<file path="src/rtl/serial_io_pkg.sv">
// Shared types and constants for the serial-IO bus bridge: bus-cycle states,
// default phase timing and the decoder base addresses of the serial ports.
package serial_io_pkg;

    typedef enum logic [2:0] {
        IDLE   = 3'd0,
        SETUP  = 3'd1,
        STROBE = 3'd2,
        HOLD   = 3'd3,
        DONE   = 3'd4
    } bus_state_t;

    localparam int DEF_SETUP_CYCLES  = 2;
    localparam int DEF_STROBE_CYCLES = 4;
    localparam int DEF_HOLD_CYCLES   = 1;

    localparam logic [15:0] RS232_BASE = 16'h0200;
    localparam logic [15:0] GPS_BASE   = 16'h0210;
    localparam logic [15:0] BT_BASE    = 16'h0220;
    localparam logic [15:0] TOUCH_BASE = 16'h0230;
    localparam logic [15:0] WIFI_BASE  = 16'h0240;

    function automatic int max3(input int a, input int b, input int c);
        int m;
        m = a;
        if (b > m) m = b;
        if (c > m) m = c;
        return m;
    endfunction

endpackage

</file>
<file path="src/rtl/io_phase_counter.sv">
// Loadable down-counter timing one bus phase; it parks at zero instead of
// wrapping so a phase that is not reloaded simply stays finished.
module io_phase_counter #(
    parameter int WIDTH = 3
) (
    input  logic             clk_sys,
    input  logic             reset,
    input  logic             load,
    input  logic [WIDTH-1:0] load_value,
    output logic [WIDTH-1:0] value,
    output logic             zero
);

    always_ff @(posedge clk_sys) begin
        if (reset) begin
            value <= '0;
        end else if (load) begin
            value <= load_value;
        end else if (value != '0) begin
            value <= value - 1'b1;
        end
    end

    assign zero = (value == '0);

endmodule

</file>
<file path="src/rtl/serial_io_bus_bridge.sv">
// Avalon-MM slave that stretches each request into a timed setup/strobe/hold
// bus cycle towards the serial-IO port decoder and the 16550-style UARTs.
//
// state  | meaning
// IDLE   | waiting for a request; latches address/lane/direction/data on accept
// SETUP  | address, RW and write data settle before the strobe
// STROBE | IOSelect_H high; read data captured on the last strobe cycle
// HOLD   | address, RW and write data held after the strobe falls
// DONE   | AvWaitRequest released for one cycle; always followed by IDLE
module serial_io_bus_bridge
    import serial_io_pkg::*;
#(
    parameter int SETUP_CYCLES  = DEF_SETUP_CYCLES,
    parameter int STROBE_CYCLES = DEF_STROBE_CYCLES,
    parameter int HOLD_CYCLES   = DEF_HOLD_CYCLES
) (
    input  logic        Clock,
    input  logic        Reset,
    input  logic        AvChipSelect,
    input  logic        AvRead,
    input  logic        AvWrite,
    input  logic [15:0] AvAddress,
    input  logic [1:0]  AvByteEnable,
    input  logic [15:0] AvWriteData,
    output logic [15:0] AvReadData,
    output logic        AvWaitRequest,
    output logic [15:0] Address,
    output logic        IOSelect_H,
    output logic        ByteSelect_L,
    output logic        RW,
    output logic [15:0] DataOut,
    output logic        DataOutEnable_H,
    input  logic [15:0] DataIn
);

    localparam int CW = $clog2(max3(SETUP_CYCLES, STROBE_CYCLES, HOLD_CYCLES) + 1);

    localparam logic [CW-1:0] SETUP_LOAD  = (SETUP_CYCLES > 0)  ? CW'(SETUP_CYCLES - 1)  : '0;
    localparam logic [CW-1:0] STROBE_LOAD = (STROBE_CYCLES > 0) ? CW'(STROBE_CYCLES - 1) : '0;
    localparam logic [CW-1:0] HOLD_LOAD   = (HOLD_CYCLES > 0)   ? CW'(HOLD_CYCLES - 1)   : '0;

    bus_state_t    state;
    bus_state_t    state_nxt;
    logic          request;
    logic          cnt_load;
    logic [CW-1:0] cnt_load_value;
    logic [CW-1:0] cnt_value;
    logic          cnt_zero;
    logic          strobe_last;

    assign request = AvChipSelect & (AvRead | AvWrite);

    io_phase_counter #(
        .WIDTH(CW)
    ) u_phase_counter (
        .clk_sys    (Clock),
        .reset      (Reset),
        .load       (cnt_load),
        .load_value (cnt_load_value),
        .value      (cnt_value),
        .zero       (cnt_zero)
    );

    always_ff @(posedge Clock) begin
        if (Reset) begin
            state <= IDLE;
        end else begin
            state <= state_nxt;
        end
    end

    // Zero-length setup/hold phases are bypassed when the phase is entered,
    // so the counter is only ever loaded for phases that really exist.
    always_comb begin
        state_nxt      = state;
        cnt_load       = 1'b0;
        cnt_load_value = '0;
        case (state)
            IDLE: begin
                if (request) begin
                    cnt_load = 1'b1;
                    if (SETUP_CYCLES > 0) begin
                        state_nxt      = SETUP;
                        cnt_load_value = SETUP_LOAD;
                    end else begin
                        state_nxt      = STROBE;
                        cnt_load_value = STROBE_LOAD;
                    end
                end
            end
            SETUP: begin
                if (cnt_zero) begin
                    state_nxt      = STROBE;
                    cnt_load       = 1'b1;
                    cnt_load_value = STROBE_LOAD;
                end
            end
            STROBE: begin
                if (cnt_zero) begin
                    if (HOLD_CYCLES > 0) begin
                        state_nxt      = HOLD;
                        cnt_load       = 1'b1;
                        cnt_load_value = HOLD_LOAD;
                    end else begin
                        state_nxt = DONE;
                    end
                end
            end
            HOLD: begin
                if (cnt_zero) begin
                    state_nxt = DONE;
                end
            end
            DONE: begin
                state_nxt = IDLE;
            end
            default: begin
                state_nxt = IDLE;
            end
        endcase
    end

    always_comb begin
        IOSelect_H      = 1'b0;
        DataOutEnable_H = 1'b0;
        AvWaitRequest   = 1'b0;
        if (state == STROBE) begin
            IOSelect_H = 1'b1;
        end
        if ((state == SETUP) || (state == STROBE) || (state == HOLD)) begin
            DataOutEnable_H = ~RW;
        end
        if (request && (state != DONE)) begin
            AvWaitRequest = 1'b1;
        end
    end

    assign strobe_last = (state == STROBE) && (cnt_value == '0);

    // Bus-side signals are captured once at acceptance and stay frozen for
    // the whole cycle, whatever the master does with its request meanwhile.
    always_ff @(posedge Clock) begin
        if (Reset) begin
            Address      <= '0;
            ByteSelect_L <= 1'b1;
            RW           <= 1'b1;
            DataOut      <= '0;
            AvReadData   <= '0;
        end else begin
            if ((state == IDLE) && request) begin
                Address      <= AvAddress;
                ByteSelect_L <= ~AvByteEnable[1];
                RW           <= ~AvWrite;
                DataOut      <= AvWriteData;
            end
            if (strobe_last && RW) begin
                AvReadData <= DataIn;
            end
        end
    end

endmodule
</file>
<file path="config.mk">
export PLATFORM = sky130hd
export DESIGN_NAME = serial_io_bus_bridge
export DESIGN_NICKNAME = d
export VERILOG_FILES = /design/src/rtl/serial_io_pkg.sv /design/src/rtl/io_phase_counter.sv /design/src/rtl/serial_io_bus_bridge.sv
export SDC_FILE = /design/constraint.sdc
export NUM_CORES = 1
export LEC_CHECK = 0
export CORE_ASPECT_RATIO = 1.4
export CORE_MARGIN = 2
export CORE_UTILIZATION = 40
export CTS_CLUSTER_DIAMETER = 40
export DETAILED_ROUTE_END_ITERATION = 8
export HOLD_SLACK_MARGIN = 0.03
export PLACE_DENSITY = 0.89
export REMOVE_ABC_BUFFERS = 1
export SYNTH_ARGS = -nofsm -noshare
export SYNTH_HDL_FRONTEND = slang
export SYNTH_SLANG_ARGS = --single-unit
export TNS_END_PERCENT = 20
</file>
<file path="constraint.sdc">
create_clock -name Clock -period 2 [get_ports Clock]
set_input_delay 0.3 -clock Clock [delete_from_list [all_inputs] [get_ports Clock]]
set_output_delay 0.3 -clock Clock [all_outputs]
set_load 0.01 [all_outputs]
</file>
==> flow_results.xml <==
<?xml version="1.0" encoding="UTF-8"?>
<metrics>
  <group name="min_path">
    <metric name="min-delay-path-class" unit="">flip-flop to flip-flop</metric>
    <metric name="hold_start" unit="">ByteSelect_L$_SDFFE_PP1P_</metric>
  </group>
  <group name="floorplan">
    <metric name="chipWidth" unit="µm">67.9</metric>
    <metric name="initial_utilization" unit="">0.414</metric>
    <metric name="die_area" unit="mm²">0.00635</metric>
    <metric name="die_height" unit="µm">93.5</metric>
    <metric name="ports" unit="">108</metric>
    <metric name="design.core.area" unit="mm²">0.00553</metric>
    <metric name="fp-row-count" unit="">32</metric>
  </group>
  <group name="sta">
    <metric name="worst_clock_skew" unit="ns">0.00982</metric>
    <metric name="max_slew.worst_pin.slew" unit="ns">0.705</metric>
    <metric name="hold_viol" unit="">0</metric>
    <metric name="holdWs" unit="ns">0.480</metric>
    <metric name="grt_setup_unrepaired" unit="">false</metric>
    <metric name="finalWorstPathRequiredPeriod" unit="ns">1.89</metric>
    <metric name="finalSetupViolCount" unit="">0</metric>
    <metric name="worst_slack" unit="ns">0.113</metric>
    <metric name="maxSlewViolCount" unit="">0</metric>
    <metric name="fin_crit_sh" unit="">0.943</metric>
    <metric name="finalSetupTns" unit="ns">0</metric>
    <metric name="fmaxAchievable" unit="MHz">530</metric>
    <metric name="worst_slew_margin_rel" unit="">0.530</metric>
  </group>
  <group name="synth">
    <metric name="yosys_register_bits" unit="">56</metric>
    <metric name="syn-mean-instance-area" unit="µm²">8.54</metric>
    <metric name="synth_warnings" unit="">0</metric>
    <metric name="netlist-cell-type-count" unit="">31</metric>
    <metric name="syn_inst" unit="">268</metric>
    <metric name="synth.yosys.seq_area_share" unit="">0.490</metric>
    <metric name="syn_area" unit="mm²">0.00229</metric>
  </group>
  <group name="routing">
    <metric name="ant_nets" unit="">0</metric>
    <metric name="count_of_unresolved_drc_violations_after_routing" unit="">0</metric>
    <metric name="dr_total_vias" unit="">2338</metric>
    <metric name="drt_iter0_markers" unit="">90</metric>
    <metric name="initial_drt_pass_iterations" unit="">4</metric>
    <metric name="avgViaCountPerCell" unit="">5.41</metric>
    <metric name="drt-wirelength-per-cell" unit="µm">14.9</metric>
    <metric name="drt-total-wl" unit="mm">6.45</metric>
  </group>
  <group name="setup_path">
    <metric name="cp_data_arrival_time" unit="ns">1.59</metric>
    <metric name="setup.worst_path.class" unit="">flip-flop to primary output</metric>
    <metric name="crit_chain" unit="">buf_4 &gt; nor2_1 &gt; nor3_1 &gt; clkdlybuf4s50_1</metric>
    <metric name="worstReg2RegStart" unit="">u_phase_counter.value[0]$_SDFFE_PP0P_</metric>
    <metric name="cp_slowest_cell" unit="">clkdlybuf4s50_1</metric>
    <metric name="timing.critical_path.max_delay_family" unit="">buffers and inverters</metric>
    <metric name="critPathRequiredTime" unit="ns">1.70</metric>
    <metric name="crit_buf_inv" unit="">2</metric>
    <metric name="startpoint" unit="">state[0]$_SDFFE_PP0P_</metric>
    <metric name="cp-start-kind" unit="">flip-flop</metric>
    <metric name="worst_path_largest_cell_delay" unit="ns">0.56</metric>
    <metric name="critPathCaptureType" unit="">primary output</metric>
    <metric name="path_max_fanout" unit="">8</metric>
  </group>
  <group name="global_route">
    <metric name="first_global_vias" unit="">2331</metric>
    <metric name="overall_routing_resource_usage" unit="">0.210</metric>
    <metric name="globalRoute.totalOverflow" unit="">0</metric>
    <metric name="grt_pass1_wl" unit="mm">10.4</metric>
    <metric name="antenna_found_initial" unit="">0</metric>
    <metric name="grt_max_degree" unit="">38</metric>
  </group>
  <group name="finish">
    <metric name="post-route-cell-area" unit="mm²">0.00345</metric>
    <metric name="finish.net_count" unit="">420</metric>
    <metric name="multiInputGateArea" unit="µm²">995</metric>
    <metric name="layout-drive-gt1-share" unit="">0.0632</metric>
    <metric name="nFillCells" unit="">499</metric>
    <metric name="final_cells" unit="">432</metric>
    <metric name="end_of_flow_core_utilization" unit="">0.625</metric>
    <metric name="insertedDiodeCount" unit="">0</metric>
    <metric name="seq_area" unit="mm²">0.00112</metric>
    <metric name="syn_to_final_growth" unit="%">50.8</metric>
  </group>
  <group name="power_and_ir_drop">
    <metric name="power_per_cell_area" unit="mW/mm²">970</metric>
    <metric name="leakage" unit="nW">1.22</metric>
    <metric name="power" unit="mW">3.35</metric>
    <metric name="power.ir.vdd_worst" unit="mV">0.652</metric>
  </group>
  <group name="cts">
    <metric name="tritoncts" unit="">built</metric>
    <metric name="clock_sink_count" unit="">56</metric>
    <metric name="cts_inserted_buffers" unit="">5</metric>
    <metric name="clock_path_buffers" unit="">2</metric>
    <metric name="htreeDepth" unit="">2</metric>
    <metric name="clock_latency" unit="ns">0.31</metric>
    <metric name="cts.clk_slew.worst_paths" unit="ns">0.10</metric>
    <metric name="holdBufCountCts" unit="">0</metric>
    <metric name="ctsRootBufferMaster" unit="">clkbuf_8</metric>
    <metric name="post_cts.repair.setup_buffers" unit="">0</metric>
    <metric name="postCtsResizedCells" unit="">2</metric>
  </group>
  <group name="place">
    <metric name="preCtsSetupSlack" unit="ns">0.112</metric>
    <metric name="post_detailed_placement_cell_area" unit="mm²">0.00336</metric>
    <metric name="placedCellCount" unit="">424</metric>
    <metric name="place_congestion" unit="">0.733</metric>
    <metric name="io_buffer_count" unit="">106</metric>
    <metric name="dp_hpwl" unit="mm">4.53</metric>
  </group>
  <group name="outcome">
    <metric name="status" unit="">finished, final reports clean</metric>
  </group>
  <group name="job">
    <metric name="maxCapViolations" unit="">0</metric>
  </group>
</metrics>
[layer usage]
layer / routed length [µm] / part of all wire / up-vias / GRT usage
met4: 102 / 0.016 / 0 / 0.0550
li1: - / - / 1154 / -
met1: 2440 / 0.38 / 1091 / 0.219
met2: 3300 / 0.51 / 83 / 0.381
met5: 0 / 0 / - / 0
met3: 608 / 0.094 / 10 / 0.0806
[placed cells by master, fill, tap and decap left out, types with 2 or more instances in the layout]
cell | netlist | layout
ha_1 | 2 | 2
nor3_1 | 4 | 4
o21ai_1 | 49 | 48
xor2_1 | 2 | 2
a211o_1 | 2 | 2
clkbuf_8 | 0 | 5
nand2_1 | 2 | 2
clkdlybuf4s50_1 | 0 | 103
mux2i_1 | 2 | 2
nand3b_1 | 2 | 2
buf_4 | 1 | 11
a221oi_1 | 2 | 2
nand3_1 | 48 | 48
nor2_1 | 4 | 4
inv_1 | 2 | 2
a21oi_1 | 50 | 50
dfxtp_1 | 56 | 56
[cell usage after synthesis]
| cell | n | area share |
|---|---|---|
| clkinv_8 | 1 | 0.0071 |
| buf_12 | 1 | 0.0087 |
| inv_1 | 2 | 0.0033 |
| dfxtp_1 | 56 | 0.49 |
| nor3_2 | 1 | 0.0044 |
| and3b_1 | 1 | 0.0038 |
| nor2_1 | 4 | 0.0066 |
| a21oi_1 | 50 | 0.11 |
| o21ai_1 | 49 | 0.11 |
| xor2_1 | 2 | 0.0077 |
| buf_4 | 1 | 0.0033 |
| or3_1 | 1 | 0.0027 |
| or4b_1 | 1 | 0.0044 |
| buf_2 | 9 | 0.020 |
| nand2_1 | 2 | 0.0033 |
| nand2b_1 | 1 | 0.0027 |
| nand3_1 | 48 | 0.10 |
| buf_6 | 3 | 0.015 |
| or3b_1 | 1 | 0.0038 |
| a211o_1 | 2 | 0.0077 |
| o22ai_1 | 1 | 0.0027 |
| a221oi_1 | 2 | 0.0077 |
| mux2i_1 | 2 | 0.0087 |
| nand3b_1 | 2 | 0.0066 |
| o21a_1 | 1 | 0.0033 |
| ha_1 | 2 | 0.011 |
| nor3_1 | 4 | 0.0087 |
| clkbuf_1 | 15 | 0.025 |
| and4b_1 | 1 | 0.0044 |
| o211a_1 | 1 | 0.0044 |
| a21o_1 | 1 | 0.0033 |
[logic make-up after synthesis]
logic type | synth area share
compound gates | 0.245
xor+xnor | 0.00765
fa+ha+maj | 0.0109
buf+inv | 0.0814
flops | 0.490
mux | 0.00874
simple gates | 0.156
[worst paths after layout]
| check | slack, ns | cells past startpoint | end |
|---|---|---|---|
| worst max-delay path | 0.11 | 4 | DataOutEnable_H |
| worst max register to register | 0.33 | 5 | AvReadData[15]$_SDFFE_PP0P_ |
| worst min register to register | 0.48 | 1 | ByteSelect_L$_SDFFE_PP1P_ |
| worst min-delay path | 0.48 | 1 | ByteSelect_L$_SDFFE_PP1P_ |
[area by class of cell]
cell class,instances,share of cell area
timing repair buffer,117,0.330
sequential,56,0.325
multi-input combinational,180,0.288
tap,68,0.0246
clock buffer,6,0.0210
inverter,3,0.00688
clock inverter,2,0.00471
[flip-flops by register name (all words and copies together), names as in the netlist]
register,count
u_phase_counter.value,3
RW,1
ByteSelect_L,1
state,3
Address,16
DataOut,16
AvReadData,16
[report_power, final]
part | total (mW) | leakage, nW | switching [mW] | internal [mW]
logic | 1.40 | 0.723 | 0.815 | 0.582
clock network | 0.610 | 0.0414 | 0.360 | 0.250
registers | 1.34 | 0.457 | 0.0766 | 1.27
total | 3.35 | 1.22 | 1.25 | 2.10
Note: power is estimated with default switching activity, not from simulation.
